$ cat config.mk
export PLATFORM = sky130hd
export DESIGN_NAME = ram_access_arbiter
export DESIGN_NICKNAME = d
export VERILOG_FILES = /design/src/rtl/ram_access_arbiter.sv
export SDC_FILE = /design/constraint.sdc
export NUM_CORES = 1
export LEC_CHECK = 0
export CELL_PAD_IN_SITES_DETAIL_PLACEMENT = 1
export CELL_PAD_IN_SITES_GLOBAL_PLACEMENT = 2
export CORE_MARGIN = 5
export CORE_UTILIZATION = 11
export DETAILED_ROUTE_END_ITERATION = 8
export PLACE_DENSITY_LB_ADDON = 0.1
export SYNTH_ARGS = -nofsm -noshare
export SYNTH_HDL_FRONTEND = slang
export SYNTH_SLANG_ARGS = --single-unit
$ cat constraint.sdc
create_clock -name clk -period 1.5 [get_ports clk]
set_input_delay 0.225 -clock clk [delete_from_list [all_inputs] [get_ports clk]]
set_output_delay 0.225 -clock clk [all_outputs]
set_load 0.01 [all_outputs]
$ cat src/rtl/ram_access_arbiter.sv
// Single-port RAM arbiter for the RTC controller: grants the RAM port to the init FSM,
// the RTC register writer or the VGA read path, and returns registered VGA read data.
module ram_access_arbiter #(
    parameter int unsigned ADDR_W   = 32,
    parameter int unsigned DATA_W   = 8,
    parameter int unsigned MAX_HOLD = 16
) (
    input  logic              clk,
    input  logic              reset,
    input  logic              inic_req,
    input  logic [ADDR_W-1:0] inic_dir,
    input  logic [DATA_W-1:0] inic_data,
    input  logic              inic_we,
    input  logic              rtc_req,
    input  logic [ADDR_W-1:0] rtc_dir,
    input  logic [DATA_W-1:0] rtc_data,
    input  logic              rtc_we,
    input  logic              vga_req,
    input  logic [ADDR_W-1:0] vga_dir,
    input  logic [DATA_W-1:0] ram_dout,
    output logic              inic_gnt,
    output logic              rtc_gnt,
    output logic              vga_gnt,
    output logic [ADDR_W-1:0] ram_dir,
    output logic [DATA_W-1:0] ram_din,
    output logic              ram_we,
    output logic              ram_re,
    output logic [DATA_W-1:0] vga_data,
    output logic              vga_valid,
    output logic              busy
);

    localparam int unsigned CNT_W = (MAX_HOLD > 2) ? $clog2(MAX_HOLD) : 1;
    localparam logic [CNT_W-1:0] HOLD_LAST = CNT_W'(MAX_HOLD - 1);

    typedef enum logic [1:0] {
        IDLE   = 2'd0,
        G_INIC = 2'd1,
        G_RTC  = 2'd2,
        G_VGA  = 2'd3
    } state_t;

    state_t           state;
    logic [CNT_W-1:0] hold_cnt;
    logic             rtc_preempted;
    logic             rd_pend;
    logic             hold_at_max;

    assign hold_at_max = (hold_cnt == HOLD_LAST);

    // Arbitration and tenure control; hold_cnt is zeroed in IDLE so every grant starts fresh.
    always_ff @(posedge clk or negedge reset) begin
        if (!reset) begin
            state         <= IDLE;
            hold_cnt      <= '0;
            rtc_preempted <= 1'b0;
        end else begin
            case (state)
                IDLE: begin
                    hold_cnt <= '0;
                    if (inic_req || rtc_req || vga_req) begin
                        rtc_preempted <= 1'b0;
                    end
                    if (inic_req) begin
                        state <= G_INIC;
                    end else if (rtc_preempted && vga_req) begin
                        state <= G_VGA;
                    end else if (rtc_req) begin
                        state <= G_RTC;
                    end else if (vga_req) begin
                        state <= G_VGA;
                    end
                end
                G_INIC: begin
                    if (!inic_req) begin
                        state <= IDLE;
                    end
                end
                G_RTC: begin
                    if (!rtc_req) begin
                        state <= IDLE;
                    end else if (hold_at_max && (inic_req || vga_req)) begin
                        state         <= IDLE;
                        rtc_preempted <= 1'b1;
                    end else if (!hold_at_max) begin
                        hold_cnt <= hold_cnt + CNT_W'(1);
                    end
                end
                G_VGA: begin
                    if (!vga_req) begin
                        state <= IDLE;
                    end else if (hold_at_max && (inic_req || rtc_req)) begin
                        state <= IDLE;
                    end else if (!hold_at_max) begin
                        hold_cnt <= hold_cnt + CNT_W'(1);
                    end
                end
                default: state <= IDLE;
            endcase
        end
    end

    assign inic_gnt = (state == G_INIC);
    assign rtc_gnt  = (state == G_RTC);
    assign vga_gnt  = (state == G_VGA);
    assign busy     = inic_gnt | rtc_gnt | vga_gnt;

    // Port mux: the owner's signals pass straight through during its grant.
    always_comb begin
        ram_dir = '0;
        ram_din = '0;
        ram_we  = 1'b0;
        ram_re  = 1'b0;
        case (state)
            G_INIC: begin
                ram_dir = inic_dir;
                ram_din = inic_data;
                ram_we  = inic_we;
            end
            G_RTC: begin
                ram_dir = rtc_dir;
                ram_din = rtc_data;
                ram_we  = rtc_we;
            end
            G_VGA: begin
                ram_dir = vga_dir;
                ram_re  = 1'b1;
            end
            default: ;
        endcase
    end

    // Read return: one cycle for the RAM, one for the capture register.
    always_ff @(posedge clk or negedge reset) begin
        if (!reset) begin
            rd_pend   <= 1'b0;
            vga_valid <= 1'b0;
            vga_data  <= '0;
        end else begin
            rd_pend   <= ram_re;
            vga_valid <= rd_pend;
            if (rd_pend) begin
                vga_data <= ram_dout;
            end
        end
    end

endmodule
==> out/metrics.cfg <==
[power_and_ir_drop]
leakage_nw=1.64
pwr-share-seq=0.119
p_sw_frac=0.410
p_sw_mw=2.69
combPwrFrac=0.798
power.share.clock=0.083
p_per_area_mw_per_mm2=1660
internal-power_mw=3.87
vdd_ir_drop_max_v=0.000428

[timing]
tightestPinTransition_ps=375
post-route-period-util=1.30
maxSlewViolCount=0
period_minus_slack_ps=1950
finalSetupViolations=50
hold_viol_final=0
whs_ps=313
rsz0062_at_grt=yes
fin_skew_ps=2.64
finalWorstSetupSlack_ps=-448
slew_headroom=0.750
fmaxAchievable_mhz=513

[critical_path]
startpoint=state[0]
rrSetupSlack_ps=-330
startpoint_type=register
r2r-start=state[0]
required_ps=1270
criticalPathCategory=reg2out
crit_path_end_kind=primary output
timing.rr.end=hold_cnt[2]
worstPathArrival_ps=1720
r2r_cells=7
worstPathMaxFanout=8
cp-endpoint=ram_dir[27]

[outcome]
violations=setup timing
status=finished, violations left

[layout]
num_antenna_cells=0
fin_area_sq_mm=0.00395
drive_gt1_frac=0.327
nets=510
layout.cells.non_filler=552
area_growth_pct=163

[global_route]
grt_pass1_vias=2751
grt_max_degree=32
overflow=0
grt_pass1_wl_microns=15000
antenna_found_initial=0
grt_usage=0.117

[synthesis]
synthCells=172
ys_types=34
syn_nets=305
synth-edff-count=0
syn_area_sq_mm=0.00150
ys_warn_count=0
synth_seq_cells=17
synth-async-reset-ratio=1.00
synth.avg_cell_area_sq_um=8.71
ys.flop_type=dfrtp_1
yosysSeqAreaShare=0.284

[hold_path]
hp-class=in2async

[detailed_routing]
vias=2342
drt-total-wl_microns=9990
avgViaCountPerCell=4.24
first_pass_iters=9
ant_nets=0
dr.first_iter.drc_count=163
drc_errors=0
avgRoutedWirePerCell_microns=18.1

[floorplanning]
row_count=42
die-area_sq_mm=0.0161
ios=182
die_w_microns=127
die_y_microns=127
start_util=0.113
coreArea_sq_mm=0.0133

[placement]
preCtsSetupSlack_ps=-585
finalWeightedCongestion=0.769
port_buffers=181
dp.cells=537
placed_area_sq_mm=0.00375
hpwl_microns=7800

[cts]
cts_inserted_buffers=3
cts.sinks=17
clkSlewWorstSetupHoldPaths_ps=60
clock_path_buffers=2
cts_tree=done
htreeDepth=1
cts_root_buf=clkbuf_16
clk_latency_ps=250

[job]
drv_cap=0

-- synthesized netlist by cell type, types with 2 or more instances --
master | n | share of area
a222oi_1 | 32 | 0.21
a22oi_1 | 9 | 0.045
clkbuf_1 | 16 | 0.040
dfrtp_1 | 17 | 0.28
ha_1 | 6 | 0.050
inv_1 | 4 | 0.010
mux2_2 | 8 | 0.060
nand2_1 | 6 | 0.015
nand2b_1 | 2 | 0.0083
nand3_1 | 2 | 0.0067
nor2_1 | 35 | 0.088
nor2b_1 | 10 | 0.042
o2111ai_1 | 2 | 0.012
o21ai_0 | 3 | 0.010
-- critical path, cell delays in order (launching register included) --
cell and delay [ps]:
dfrtp_2 460, ha_4 220, buf_12 150, a222oi_1 410
nor2_1 80, buf_2 150
-- metrics by stage --
step                utilization  power [mW]  setup TNS [ps]
floorplan                     -        2.95           -3490
global route              0.297        7.08          -21000
detailed placement        0.282        5.74          -23480
global placement          0.282        5.81          -21580
CTS                       0.290        6.45          -17430
finish                    0.297        6.55          -16950
-- final cells by class --
cell class	instances	area, sq um
Clock buffer	3	75.1
Clock inverter	1	5.00
Fill cell	1532	9350
Inverter	4	20.0
Multi-Input combinational cell	132	1090
Sequential cell	17	428
Tap cell	176	220
Timing Repair Buffer	219	2110
-- kinds of logic (layout without fill, tap and decap cells) --
kind of cell	count (synthesis)	after routing	synth area share
simple gates	64	64	0.212
flops	17	17	0.284
buf+inv	23	227	0.0659
fa+ha+maj	6	6	0.0501
mux	9	9	0.0701
compound gates	53	53	0.318
-- metal layers --
layer / vias up / track usage / routed length [microns]
li1: 1100 / - / -
met1: 1115 / 0.127 / 3750
met2: 125 / 0.214 / 5030
met3: 2 / 0.0525 / 1190
met4: 0 / 0.0132 / 25
met5: - / 0 / 0
-- state kept, by name, summed over array words and instances (netlist names) --
register	count
vga_data	8
hold_cnt	4
state	2
rd_pend	1
rtc_preempted	1
vga_valid	1
-- how the worst min path moves through the flow --
stage                              from  slack (ps)  cells after the start            end
after floorplan                   reset         -70                      0    hold_cnt[0]
after global placement      vga_data[1]         490                      1    vga_data[1]
after detailed placement  rtc_preempted         490                      1  rtc_preempted
after CTS                         reset         330                      2    vga_data[6]
after global routing              reset         340                      2    vga_data[6]
final                             reset         310                      2    vga_data[6]
-- power by group through the flow --
stage	clock (mW)	combinational, mW	sequential [mW]
6_report	0.543	5.23	0.780
5_1_grt	0.591	5.67	0.813
4_1_cts	0.561	5.11	0.783
3_5_place_dp	0	4.98	0.760
3_3_place_gp	0	5.06	0.745
2_1_floorplan	0	2.16	0.793
-- what timing repair did --
item / 4_1_cts / 5_1_grt
gates resized for setup: 212 / 11
setup endpoints to repair: 53 / 51
gates cloned: 2 / 2
pin swaps: 50 / 34
setup buffers: 5 / 3
hold buffers: 0 / 0
-- cell usage in the layout (no fill, tap or decap), drive strengths merged, types with 2 or more instances in the layout --
cell and count:
a22oi 9, ha 6, dfrtp 17, o2111ai 2, nor2 35, buf 82, nand4 2, nand2 6
inv 4, nand3 2, a222oi 32, clkdlybuf4s50 135, o21ai 3, clkbuf 5, mux2 9, nor2b 10
nand2b 2
No activity file was read; power rests on OpenSTA's default activity.
